## config.mk

```make
export PLATFORM = sky130hd
export DESIGN_NAME = dac_interface_flat
export DESIGN_NICKNAME = d
export VERILOG_FILES = /design/src/rtl/dac_interface_if.sv /design/src/rtl/dac_interface.sv /design/src/flat_wrapper.sv
export SDC_FILE = /design/constraint.sdc
export NUM_CORES = 1
export LEC_CHECK = 0
export ABC_AREA = 1
export BUFFER_PORTS_ARGS = -buffer_cell sky130_fd_sc_hd__buf_2
export CORE_UTILIZATION = 65
export CTS_BUF_LIST = sky130_fd_sc_hd__clkbuf_4
export CTS_CLUSTER_DIAMETER = 80
export CTS_CLUSTER_SIZE = 40
export DETAILED_ROUTE_END_ITERATION = 10
export GPL_TIMING_DRIVEN = 0
export PLACE_DENSITY_LB_ADDON = 0.25
export SLEW_MARGIN = 20
export SYNTH_ARGS = -nofsm -noshare
export SYNTH_HDL_FRONTEND = slang
export SYNTH_SLANG_ARGS = --single-unit
```

## constraint.sdc

```tcl
create_clock -name clock -period 4.05 [get_ports clock]
set_clock_uncertainty 0.05 [all_clocks]
set_input_delay 0.2025 -clock clock [delete_from_list [all_inputs] [get_ports clock]]
set_output_delay 0.2025 -clock clock [all_outputs]
set_load 0.02 [all_outputs]
```

## src/rtl/dac_interface_if.sv

```systemverilog
`default_nettype none
// ============================================================================
//  Module      : dac_interface_if
//  Description : Write handshake and serial DAC bus bundled for dac_interface.
//                The slave side is the DAC controller; the master side is the
//                requester, which may also observe the serial bus.
//  Revision    : 1.0 - initial release
// ============================================================================
interface dac_interface_if;
  logic        wr_valid;
  logic        wr_ready;
  logic [1:0]  wr_channel;
  logic [11:0] wr_data;
  logic        wr_latch;
  logic        done;
  logic        DAC_CS_N;
  logic        DAC_SCK;
  logic        DAC_SDI;
  logic        DAC_LDAC_N;

  modport master (
    output wr_valid, wr_channel, wr_data, wr_latch,
    input  wr_ready, done, DAC_CS_N, DAC_SCK, DAC_SDI, DAC_LDAC_N
  );

  modport slave (
    input  wr_valid, wr_channel, wr_data, wr_latch,
    output wr_ready, done, DAC_CS_N, DAC_SCK, DAC_SDI, DAC_LDAC_N
  );
endinterface
`default_nettype wire

```

## src/rtl/dac_interface.sv

```systemverilog
`default_nettype none
// ============================================================================
//  Module      : dac_interface
//  Description : Serialises one 16-bit frame {channel, mode, code} to an SPI
//                style DAC, MSB first, with optional LDAC pulse afterwards.
//                Every bus output comes straight from a flop.
//  Revision    : 1.0 - initial release
// ============================================================================
module dac_interface #(
  parameter int         CLK_DIV   = 25,     // clocks per SCK half-period, 2..255
  parameter logic [1:0] MODE_BITS = 2'b11   // frame bits [13:12]
) (
  input  logic           clock,
  input  logic           rst,
  dac_interface_if.slave bus
);

  typedef enum logic [2:0] {
    IDLE  = 3'd0,
    SETUP = 3'd1,
    SHIFT = 3'd2,
    HOLD  = 3'd3,
    GAP   = 3'd4,
    LDAC  = 3'd5
  } state_t;

  // Terminal value of the half-period counter; every timed state ends on it.
  localparam logic [7:0] DIV_LAST = 8'(CLK_DIV - 1);

  state_t      state_q;
  logic [7:0]  div_q;
  logic [4:0]  bit_q;       // half-period index inside SHIFT, 0..31
  logic [15:0] shreg_q;     // frame, bit 15 already on SDI, shifts left
  logic        latch_q;
  logic        cs_n_q;
  logic        sck_q;
  logic        sdi_q;
  logic        ldac_n_q;
  logic        done_q;
  logic        ready_q;

  logic [15:0] frame_d;
  logic        div_end;

  // Frame as it would be captured on an accepting edge.
  assign frame_d = {bus.wr_channel, MODE_BITS, bus.wr_data};
  assign div_end = (div_q == DIV_LAST);

  // Transfer sequencer: state, counters and all registered bus outputs.
  always_ff @(posedge clock) begin
    if (rst) begin
      state_q  <= IDLE;
      div_q    <= 8'd0;
      bit_q    <= 5'd0;
      shreg_q  <= 16'd0;
      latch_q  <= 1'b0;
      cs_n_q   <= 1'b1;
      sck_q    <= 1'b0;
      sdi_q    <= 1'b0;
      ldac_n_q <= 1'b1;
      done_q   <= 1'b0;
      ready_q  <= 1'b0;
    end else begin
      done_q <= 1'b0;
      case (state_q)
        IDLE: begin
          div_q   <= 8'd0;
          bit_q   <= 5'd0;
          ready_q <= 1'b1;
          // ready_q (not the next value) gates acceptance, so the first
          // cycle after reset only raises ready.
          if (bus.wr_valid && ready_q) begin
            state_q <= SETUP;
            ready_q <= 1'b0;
            shreg_q <= frame_d;
            latch_q <= bus.wr_latch;
            cs_n_q  <= 1'b0;
            sdi_q   <= frame_d[15];
          end
        end
        SETUP: begin
          if (div_end) begin
            div_q   <= 8'd0;
            bit_q   <= 5'd0;
            sck_q   <= 1'b1;
            state_q <= SHIFT;
          end else begin
            div_q <= div_q + 8'd1;
          end
        end
        SHIFT: begin
          if (div_end) begin
            div_q <= 8'd0;
            if (bit_q == 5'd31) begin
              // Last low half done; SCK is already low.
              bit_q   <= 5'd0;
              state_q <= HOLD;
            end else begin
              bit_q <= bit_q + 5'd1;
              if (!bit_q[0]) begin
                // End of a high half: falling edge, advance data except
                // after the 16th bit, which is held until CS_N rises.
                sck_q <= 1'b0;
                if (bit_q != 5'd30) begin
                  sdi_q   <= shreg_q[14];
                  shreg_q <= {shreg_q[14:0], 1'b0};
                end
              end else begin
                sck_q <= 1'b1;
              end
            end
          end else begin
            div_q <= div_q + 8'd1;
          end
        end
        HOLD: begin
          if (div_end) begin
            div_q   <= 8'd0;
            cs_n_q  <= 1'b1;
            sdi_q   <= 1'b0;
            state_q <= GAP;
          end else begin
            div_q <= div_q + 8'd1;
          end
        end
        GAP: begin
          if (div_end) begin
            div_q <= 8'd0;
            if (latch_q) begin
              ldac_n_q <= 1'b0;
              state_q  <= LDAC;
            end else begin
              done_q  <= 1'b1;
              ready_q <= 1'b1;
              state_q <= IDLE;
            end
          end else begin
            div_q <= div_q + 8'd1;
          end
        end
        LDAC: begin
          if (div_end) begin
            div_q    <= 8'd0;
            ldac_n_q <= 1'b1;
            done_q   <= 1'b1;
            ready_q  <= 1'b1;
            state_q  <= IDLE;
          end else begin
            div_q <= div_q + 8'd1;
          end
        end
        default: begin
          state_q <= IDLE;
        end
      endcase
    end
  end

  assign bus.wr_ready   = ready_q;
  assign bus.done       = done_q;
  assign bus.DAC_CS_N   = cs_n_q;
  assign bus.DAC_SCK    = sck_q;
  assign bus.DAC_SDI    = sdi_q;
  assign bus.DAC_LDAC_N = ldac_n_q;

endmodule
`default_nettype wire
```

## src/flat_wrapper.sv

```systemverilog
// flat-port wrapper written by rule: the top's interface ports become plain ports
module dac_interface_flat 
#(
  parameter int         CLK_DIV   = 25,                                          
  parameter logic [1:0] MODE_BITS = 2'b11                        
)
  (clock, rst, bus_wr_valid, bus_wr_channel, bus_wr_data, bus_wr_latch, bus_wr_ready, bus_done, bus_DAC_CS_N, bus_DAC_SCK, bus_DAC_SDI, bus_DAC_LDAC_N);
  dac_interface_if bus_i ();
  input  logic clock;
  input  logic rst;
  input wire logic [$bits(bus_i.wr_valid)-1:0] bus_wr_valid;
  input wire logic [$bits(bus_i.wr_channel)-1:0] bus_wr_channel;
  input wire logic [$bits(bus_i.wr_data)-1:0] bus_wr_data;
  input wire logic [$bits(bus_i.wr_latch)-1:0] bus_wr_latch;
  output wire logic [$bits(bus_i.wr_ready)-1:0] bus_wr_ready;
  output wire logic [$bits(bus_i.done)-1:0] bus_done;
  output wire logic [$bits(bus_i.DAC_CS_N)-1:0] bus_DAC_CS_N;
  output wire logic [$bits(bus_i.DAC_SCK)-1:0] bus_DAC_SCK;
  output wire logic [$bits(bus_i.DAC_SDI)-1:0] bus_DAC_SDI;
  output wire logic [$bits(bus_i.DAC_LDAC_N)-1:0] bus_DAC_LDAC_N;
  assign bus_i.wr_valid = bus_wr_valid;
  assign bus_i.wr_channel = bus_wr_channel;
  assign bus_i.wr_data = bus_wr_data;
  assign bus_i.wr_latch = bus_wr_latch;
  assign bus_wr_ready = bus_i.wr_ready;
  assign bus_done = bus_i.done;
  assign bus_DAC_CS_N = bus_i.DAC_CS_N;
  assign bus_DAC_SCK = bus_i.DAC_SCK;
  assign bus_DAC_SDI = bus_i.DAC_SDI;
  assign bus_DAC_LDAC_N = bus_i.DAC_LDAC_N;
  dac_interface #(.CLK_DIV(CLK_DIV), .MODE_BITS(MODE_BITS)) u_core (.clock(clock), .rst(rst), .bus(bus_i));
endmodule
```

Yosys cells after proc, flatten, opt, wreduce, memory -nomap -nowiden
Cells that the tools add are included.
- output and inout port bits: 6
- bits of input ports: 18
- word-level logic and storage cells: 99
- register bits: 38
- reductions and logical operators: 20
- mux-type cells: 46
- $add $sub $neg: 2
- equality and inequality tests: 20
- operators by type and width (kind ; count):
    $mux 15 ; 5
    $pmux 15 s2 ; 1
    $mux 3 ; 8
    $mux 1 ; 19
    $ne 2x1->1 const B ; 9
    $pmux 3 s6 ; 1
    $pmux 8 s2 ; 1
    $mux 5 ; 3
    $pmux 5 s3 ; 1
    $reduce_and 7->1 ; 2
    $reduce_and 4->1 ; 3
    $reduce_bool 2->1 ; 5
    $reduce_bool 3->1 ; 3
    $add 8x1->8 const B ; 1
    $eq 8x5->1 const B ; 1
    $mux 8 ; 1
    $pmux 1 s2 ; 4
    $eq 3x2->1 const B ; 2
    $eq 3x3->1 const B ; 2
    $ne 2x2->1 const B ; 3
    $pmux 1 s3 ; 2
    $reduce_and 3->1 ; 2
    $reduce_and 6->1 ; 1
    $add 5x1->5 const B ; 1
    other kinds (7) ; 7

Longest topological paths before layout
Gate-level depths: netlist (run 1).
- depth after elaboration: 6
- mapped depth: 13
- gate-level depth less buffers: 12

Worst setup path after synthesis (run 1)
No wires, ideal clock.
- path kind: flip-flop to flip-flop
- from: reg u_core.bit_q[0]
- to: reg u_core.shreg_q[11]
- cell stages (with the launch flop): 14
- data required time: 3.884 ns
- path buffers: 1
- slack: 2.395 ns
- setup time: 0.116 ns
- arrival: 1.489 ns
- period minus slack after synthesis: 1.655 ns
- path through: dfxtp_1 > ha_1 > nand2_1 > nor2_1 > ha_1 > inv_1 > nand2_1 > nand2_2 > nand2_4 > nor2_8 > inv_4 > buf_8 > nor2_2 > nor2_1
- cells in the longest elaborated chain, start to end: 3
- elaborated cells on any way between the ends: 6
- those cells by class: eq/ne (5); reduce/logical (1)
- ends and longest elaborated chain (element ; RTL line ; source):
    start, declared ; dac_interface.sv:32 ; logic [4:0] bit_q;
    start signal, assigned ; dac_interface.sv:99 ; bit_q <= bit_q + 5'd1;
    $eq 5x5->1 / $ne 5x5->1 (equally long branches) ; dac_interface.sv:94, dac_interface.sv:104 ;
    $ne 2x2->1 (no line) / $ne 2x1->1 (equally long branches) ; - ;
    $reduce_and 6->1 (no line) * ; - ;
    end signal, assigned ; dac_interface.sv:75 ; shreg_q <= frame_d;
    end signal, assigned ; dac_interface.sv:106 ; shreg_q <= {shreg_q[14:0], 1'b0};
    end, declared ; dac_interface.sv:33 ; logic [15:0] shreg_q;
Mark *: on every way between the ends. The rest lies on a longest branch, timed or not.
A chain may end at the register's enable or synchronous reset.

Final worst setup path (run 1)
Ends and elaborated chain as after synthesis.

==> results of run 1 <==
-- metal layers --
metal	vias to the layer above	share of wire [%]	track usage (%)	wire length, um
li1	1017	-	-	-
met1	883	44	30.55	1806
met2	38	51	48.38	2096
met3	6	3.9	5.275	161
met4	0	0.85	7.483	35
met5	-	0	0	0
-- power groups by stage --
stage / clock network (W) / registers, W / logic, W
CTS: 0.000270 / 0.000535 / 0.000884
floorplan: 0 / 0.000543 / 0.000717
detailed placement: 0 / 0.000543 / 0.000876
finish: 0.000265 / 0.000536 / 0.000887
global route: 0.000292 / 0.000548 / 0.000988
global placement: 0 / 0.000539 / 0.000857
-- state kept, by name, summed over array words and instances, names as in the netlist --
register               flops
u_core.bit_q               5
u_core.bus.DAC_CS_N        1
u_core.bus.DAC_LDAC_N      1
u_core.bus.DAC_SCK         1
u_core.bus.DAC_SDI         1
u_core.bus.done            1
u_core.bus.wr_ready        1
u_core.div_q               8
u_core.latch_q             1
u_core.shreg_q            15
u_core.state_q             3
-- area by class of cell --
cell class / count / area, um^2 / area share, %
inverters: 30 / 120.1 / 5.125
clock buffers: 7 / 52.55 / 2.242
repair buffers: 22 / 110.1 / 4.698
plain buffers: 11 / 87.58 / 3.737
multi-input cells: 225 / 1127 / 48.10
flip-flops and latches: 38 / 760.7 / 32.46
clock inverters: 1 / 30.03 / 1.281
well taps: 44 / 55.05 / 2.349
-- Yosys cell counts (2+ instances only) --
cell / instances
nand2_1: 79
nor2_1: 44
dfxtp_1: 38
inv_1: 25
o21ai_0: 18
a21oi_1: 15
nand3_1: 13
nor2_2: 12
nand2_2: 7
o21ai_1: 7
ha_1: 5
nor3_1: 5
nand2_4: 4
buf_4: 3
buf_6: 3
nor2_4: 3
clkbuf_1: 2
inv_2: 2
nand4_1: 2
nor3b_1: 2
-- worst min-delay path by stage --
stage / start / endpoint / slack (ns)
2_1_floorplan: bus_wr_data[0] / u_core.shreg_q[0]$_SDFFE_PP0P_ / 0.29
3_3_place_gp: bus_wr_data[0] / u_core.shreg_q[0]$_SDFFE_PP0P_ / 0.37
3_5_place_dp: u_core.bus.DAC_SCK$_SDFFE_PP0P_ / u_core.bus.DAC_SCK$_SDFFE_PP0P_ / 0.40
4_1_cts: bus_wr_latch / u_core.latch_q$_SDFFE_PP0P_ / 0.04
5_1_grt: bus_wr_latch / u_core.latch_q$_SDFFE_PP0P_ / 0.04
6_report: bus_wr_latch / u_core.latch_q$_SDFFE_PP0P_ / 0.06
-- metrics by stage --
step	util [%]	power (W)	std cells	worst slack, ns
global placement	74.06	0.001396	370	2.266
CTS	76.76	0.001690	378	2.232
global route	76.76	0.001828	378	2.075
detailed placement	74.06	0.001419	370	2.251
floorplan	-	0.001260	304	2.395
finish	76.76	0.001687	378	2.209
-- logic make-up (layout without fill, tap and decap cells) --
| logic type | Yosys count | after routing |
|---|---|---|
| AOI/OAI and AO/OA | 45 | 45 |
| xor gates and xnor gates | 2 | 2 |
| adders and majority gates | 5 | 5 |
| buffers and inverters | 41 | 71 |
| DFF | 38 | 38 |
| and+or+nand+nor | 173 | 173 |
-- worst max-delay path: stages, from the launching register on --
cell and delay (ns):
dfxtp_1 0.35, ha_1 0.22, nand2_1 0.08, nor2_1 0.05, ha_1 0.19, inv_1 0.10
nand2_1 0.07, nand2_2 0.08, nand2_4 0.06, nor2_8 0.15, inv_4 0.06, buf_8 0.15
nor2_2 0.08, nor2_1 0.05
-- cells in the final DEF (no fill, tap or decap), types with 2 or more instances in the layout --
master / Yosys / routed
ha_1: 5 / 5
buf_2: 1 / 23
nor2_2: 12 / 12
nand2_2: 7 / 7
nor3b_1: 2 / 2
nor2_1: 44 / 44
buf_4: 3 / 3
nor2_4: 3 / 3
nor3_1: 5 / 5
a21oi_1: 15 / 15
clkbuf_1: 2 / 2
nand2_1: 79 / 79
o21ai_0: 18 / 18
inv_1: 25 / 25
o21ai_1: 7 / 7
inv_2: 2 / 2
clkbuf_4: 0 / 7
nand2_4: 4 / 4
dfxtp_1: 38 / 38
nand4_1: 2 / 2
nand3_1: 13 / 13
buf_6: 3 / 3
==> results.ini, run 1 <==
[routing]
avgViaCountPerCell=5.143
routed_wl_um=4100
drt-initial-drc-count=76
post-route-drc-count=0
via_count=1944
wl_per_cell_um=10.85
final_antenna_net_count=0
drt_pass1_iterations=5

[logic_synthesis]
synthAdderAreaFrac_pct=2.985
synth_top_area_cell=dfxtp_1
synth_area_per_cell_um2=6.894
synth_top_family_by_area=simple AND/OR/NAND/NOR gates
async_reset_ff_share_pct=0
syn_inst=304
synth_cell_types=35
yosys.area_share.simple_pct=38.63
yosysSeqAreaShare_pct=36.30
synth_flop_cell=dfxtp_1
syn-cell-area_um2=2096
synthTopCellsByArea=dfxtp_1 36%, nand2_1 14%, nor2_1 7.9%, inv_1 4.5%, o21ai_0 4.3%
synth-edff-count=0
synth_mux_area_share_pct=0
synth-seq-cells=38
synthesis.nets=327
synth_compound_gate_area_share_pct=11.34
synth_top_area_share_pct=36.30
synth_xor_xnor_area_share_pct=0.8358
synth_warnings=0

[global_route]
track_usage_pct=26.27
grt_overflow_total=0
grt_max_degree=12
antenna_found_initial=0
grt_pass1_wl_um=6948
grt_pass1_vias=1694

[die]
start_util_pct=68.65
coreArea_um2=3053
die_h_um=58.78
dieArea_um2=3455
rows=20
die_width_um=58.78
io_pins=24

[finish]
fillers=261
fin_area_um2=2344
areaGrowthSynthToFinish_pct=11.82
drive_above_1_share_pct=20.96
nets=356
diodes=0

[cts]
postCtsSetupBuffers=0
hold_buffers=0
clock_latency_ns=0.34
h-tree-depth=2
root_buffer=clkbuf_4
tritoncts=done
cts_buffers=5
clockBufferDepth=2
clk_pin_slew_ns=0.11
post_cts_resized=0
clock-sinks=38

[critical_path]
cp-endpoint=u_core.shreg_q[11]$_SDFFE_PP0P_
crit_type=reg2reg
worstPathMaxFanout=10
rr_endpoint=u_core.shreg_q[11]$_SDFFE_PP0P_
rr_startpoint=u_core.bit_q[0]$_SDFFE_PP0P_
r2r_cells=13
cp.arrival_ns=2.02
cp-end-kind=flip-flop
r2r_slack_ns=2.21
startpoint=u_core.bit_q[0]$_SDFFE_PP0P_
worstSetupStartpointType=flip-flop
worst-endpoint-required_ns=4.23

[place]
placed_area_um2=2261
portBuffers=22
dpl.hpwl_um=3066
place_congestion=0.8108

[timing]
rsz0062_at_grt=no
fin_crit_ns=1.841
fin_tns_setup_ns=0
slew_viol_final=0
holdWs_ns=0.05921
fmax_mhz=543.2
finalCritPeriodShare_pct=45.45
relSlewSlack_pct=69.34
finalHoldViolations=0
setup_viol=0
worstMarginPinSlew_ns=0.4599

[hold_path]
hp-class=in2reg
holdPathStages=3

[power_and_ir_drop]
peakVddDrop_v=0.0004301
clkPwrFrac_pct=15.7
leakagePower_nw=1.104
p_sw_w=0.0007386
power.density_nw_per_um2=720.1
p_int_w=0.0009488
pwr-share-comb_pct=52.5
switching_share_pct=43.77
seqPwrFrac_pct=31.8

[run_status]
status=finished, final reports clean

[job]
cap_violations=0

Power figures use the tool's default switching activity.
==> run 2, diff against run 1 <==
--- a/config.mk
+++ b/config.mk
@@ -7,7 +7,7 @@
 export LEC_CHECK = 0
 export ABC_AREA = 1
 export BUFFER_PORTS_ARGS = -buffer_cell sky130_fd_sc_hd__buf_2
-export CORE_UTILIZATION = 65
+export CORE_UTILIZATION = 60
 export CTS_BUF_LIST = sky130_fd_sc_hd__clkbuf_4
 export CTS_CLUSTER_DIAMETER = 80
 export CTS_CLUSTER_SIZE = 40
==> constraint.sdc (replaced) <==
create_clock -name clock -period 1.73 [get_ports clock]
set_clock_uncertainty 0.05 [all_clocks]
set_input_delay 0.0865 -clock clock [delete_from_list [all_inputs] [get_ports clock]]
set_output_delay 0.0865 -clock clock [all_outputs]
set_load 0.02 [all_outputs]
==> results.ini, run 2 (synthesis gave the netlist of run 1 again) <==
[routing]
final_antenna_net_count=0  ; unchanged
post-route-drc-count=0  ; unchanged
via_count=2007  ; was 1944
routed_wl_um=4735  ; was 4100 um
avgViaCountPerCell=5.094  ; was 5.143
drt-initial-drc-count=129  ; was 76
drt_pass1_iterations=4  ; was 5
wl_per_cell_um=12.02  ; was 10.85 um

[power_and_ir_drop]
p_int_w=0.002430  ; was 0.0009488 W
finalPower_w=0.004276  ; was 0.001687 W
p_sw_w=0.001846  ; was 0.0007386 W
peakVddDrop_v=0.001057  ; was 0.0004301 V
clkPwrFrac_pct=17.7  ; was 15.7%
pwr-share-comb_pct=52.6  ; was 52.5%
power.density_nw_per_um2=1679  ; was 720.1 nW/um^2
switching_share_pct=43.17  ; was 43.77%
seqPwrFrac_pct=29.7  ; was 31.8%
leakagePower_nw=1.185  ; was 1.104 nW

[critical_path]
r2r_slack_ns=0.04  ; was 2.21 ns
cp.arrival_ns=1.91  ; was 2.02 ns
cp_slowest_stage_delay_ns=0.38  ; was 0.35 ns
crit_buf_inv=2  ; was 3
worstPathMaxFanout=6  ; was 10
worst-endpoint-required_ns=1.95  ; was 4.23 ns
cp_cell_sequence=ha_4, nand2_4, nor2_2, ha_2, inv_2, nand2_2, nand2_2, nand2_4, nor2_8, buf_6, o21ai_0, nor2_1  ; was ha_1, nand2_1, nor2_1, ha_1, inv_1, nand2_1, nand2_2, nand2_4, nor2_8, inv_4, buf_8, nor2_2, nor2_1
critical-path-slowest-cell=dfxtp_2  ; was dfxtp_1
rr_startpoint=u_core.bit_q[1]$_SDFFE_PP0P_  ; was u_core.bit_q[0]$_SDFFE_PP0P_
cp-end-kind=flip-flop  ; unchanged
crit_type=reg2reg  ; unchanged
crit_family=simple AND/OR/NAND/NOR gates  ; unchanged
r2r_cells=12  ; was 13
rr_endpoint=u_core.shreg_q[9]$_SDFFE_PP0P_  ; was u_core.shreg_q[11]$_SDFFE_PP0P_
worstSetupStartpointType=flip-flop  ; unchanged

[global_route]
grt_pass1_wl_um=7376  ; was 6948 um
grt_pass1_vias=1741  ; was 1694
grt_max_degree=14  ; was 12
grt_overflow_total=0  ; unchanged
track_usage_pct=27.29  ; was 26.27%
antenna_found_initial=0  ; unchanged

[die]
start_util_pct=62.80  ; was 68.65%
io_pins=24  ; unchanged
dieArea_um2=3733  ; was 3455 um^2
die_h_um=61.10  ; was 58.78 um
coreArea_um2=3337  ; was 3053 um^2
die_width_um=61.10  ; was 58.78 um
rows=21  ; was 20

[timing]
slew_viol_final=0  ; unchanged
worstMarginPinSlew_ns=0.4571  ; was 0.4599 ns
finalHoldViolations=2  ; was 0
finalCritPeriodShare_pct=97.49  ; was 45.45%
relSlewSlack_pct=69.53  ; was 69.34%
setup_viol=0  ; unchanged
fmax_mhz=592.9  ; was 543.2 MHz
holdWs_ns=-0.002796  ; was 0.05921 ns
fin_crit_ns=1.687  ; was 1.841 ns

[finish]
diodes=0  ; unchanged
finalCoreUtilization_pct=76.30  ; was 76.76%
reg.largest.list=u_core.shreg_q (15), u_core.div_q (8), u_core.bit_q (5)  ; unchanged
fin_area_um2=2546  ; was 2344 um^2
areaGrowthSynthToFinish_pct=21.49  ; was 11.82%
top_register=u_core.shreg_q  ; unchanged
largest_register_ff_count=15  ; unchanged
layout_common_cells=75 x nand2_1, 40 x nor2_1, 35 x dfxtp_1, 23 x buf_2, 22 x inv_1  ; was 79 x nand2_1, 44 x nor2_1, 38 x dfxtp_1, 25 x inv_1, 23 x buf_2
layout_commonest_cell=nand2_1  ; unchanged
nets=370  ; was 356
drive_above_1_share_pct=27.01  ; was 20.96%

[cts]
clockBufferDepth=2  ; unchanged
clock_latency_ns=0.37  ; was 0.34 ns
root_buffer=clkbuf_4  ; unchanged
tritoncts=done  ; unchanged
clk_pin_slew_ns=0.12  ; was 0.11 ns
cts_buffers=5  ; unchanged
clock-sinks=38  ; unchanged
h-tree-depth=2  ; unchanged

[job]
cap_violations=0  ; unchanged

[place]
portBuffers=22  ; unchanged
place_congestion=0.8272  ; was 0.8108
placed_area_um2=2263  ; was 2261 um^2
dpl.hpwl_um=3068  ; was 3066 um

[hold_path]
holdPathStages=5  ; was 3
min_to=u_core.shreg_q[4]$_SDFFE_PP0P_  ; was u_core.latch_q$_SDFFE_PP0P_
min-delay-start=bus_wr_data[4]  ; was bus_wr_latch
hp-class=in2reg  ; unchanged

[run_status]
status=complete, but fails checks  ; was finished, final reports clean
violations=hold timing

==> run 2: cell types whose count changed in the layout (fill, tap and decap cells not counted), moves of 3 or more <==
cell and delta:
buf_4 +5, dfxtp_2 +3, nor2_1 -4, dlygate4sd3_1 +8, ha_1 -3, inv_1 -3
dfxtp_1 -3, nand2_2 +3, inv_2 +3, nor2_2 +4, nand2_1 -4, o21ai_0 -3
==> run 2: worst max-delay path by stage <==
stage                                             from                         endpoint  slack [ns]  cells past startpoint
final                     u_core.bit_q[1]$_SDFFE_PP0P_   u_core.shreg_q[9]$_SDFFE_PP0P_        0.04                     12
after global routing      u_core.bit_q[0]$_SDFFE_PP0P_   u_core.shreg_q[6]$_SDFFE_PP0P_       -0.02                     12
after CTS                 u_core.bit_q[0]$_SDFFE_PP0P_   u_core.shreg_q[8]$_SDFFE_PP0P_        0.03                     12
after detailed placement  u_core.bit_q[0]$_SDFFE_PP0P_   u_core.shreg_q[8]$_SDFFE_PP0P_       -0.08                     13
after global placement    u_core.bit_q[0]$_SDFFE_PP0P_   u_core.shreg_q[8]$_SDFFE_PP0P_       -0.06                     13
after floorplan           u_core.bit_q[0]$_SDFFE_PP0P_  u_core.shreg_q[14]$_SDFFE_PP0P_        0.07                     13
==> run 2: power by group through the flow <==
stage | clock network (W) | registers [W] | logic (W)
final | 0.000757 | 0.00127 | 0.00225
after global routing | 0.000801 | 0.00130 | 0.00247
after CTS | 0.000766 | 0.00124 | 0.00210
after detailed placement | 0 | 0.00127 | 0.00206
after global placement | 0 | 0.00126 | 0.00203
after floorplan | 0 | 0.00127 | 0.00168
==> run 2: routing by layer <==
metal / vias up / global-route usage (%) / wire [um]
met2: 53 / 49.38 / 2402
met3: 8 / 5.042 / 187
met1: 898 / 30.75 / 2051
met4: 0 / 12.99 / 93
met5: - / 0 / 0
li1: 1048 / - / -
==> run 2: final cells by class <==
class,instances,area (um^2)
sequential,38,764.5
clock inverter,3,63.81
clock buffer,5,37.54
buffer,10,72.57
timing repair buffer,37,250.2
multi-input combinational,225,1177
tap,46,57.56
inverter,30,122.6
fill,264,790.8
==> run 2: tightest hold or removal path, stage by stage <==
cell	delay, ns
buf_2	0.07
nand2_1	0.04
nand2_1	0.06
nor2_2	0.04
nor2_1	0.09
==> run 2: through the flow <==
stage	hold WS (ns)	setup slack, ns	TNS [ns]	std cells
CTS	0.0002690	0.02985	0	391
detailed placement	0.2793	-0.08213	-0.5998	372
global route	0.03765	-0.02330	-0.1452	394
floorplan	0.1732	0.07474	0	304
global placement	0.2660	-0.05513	-0.3905	372
finish	-0.002796	0.04335	0	394
==> run 2: repair_timing <==
item	in CTS	in global routing
hold buffers	8	0
pin swaps	1	7
resized for setup	4	24
hold endpoints to repair	8	0
gates cloned	0	1
setup endpoints to repair	13	20
setup buffers	4	2
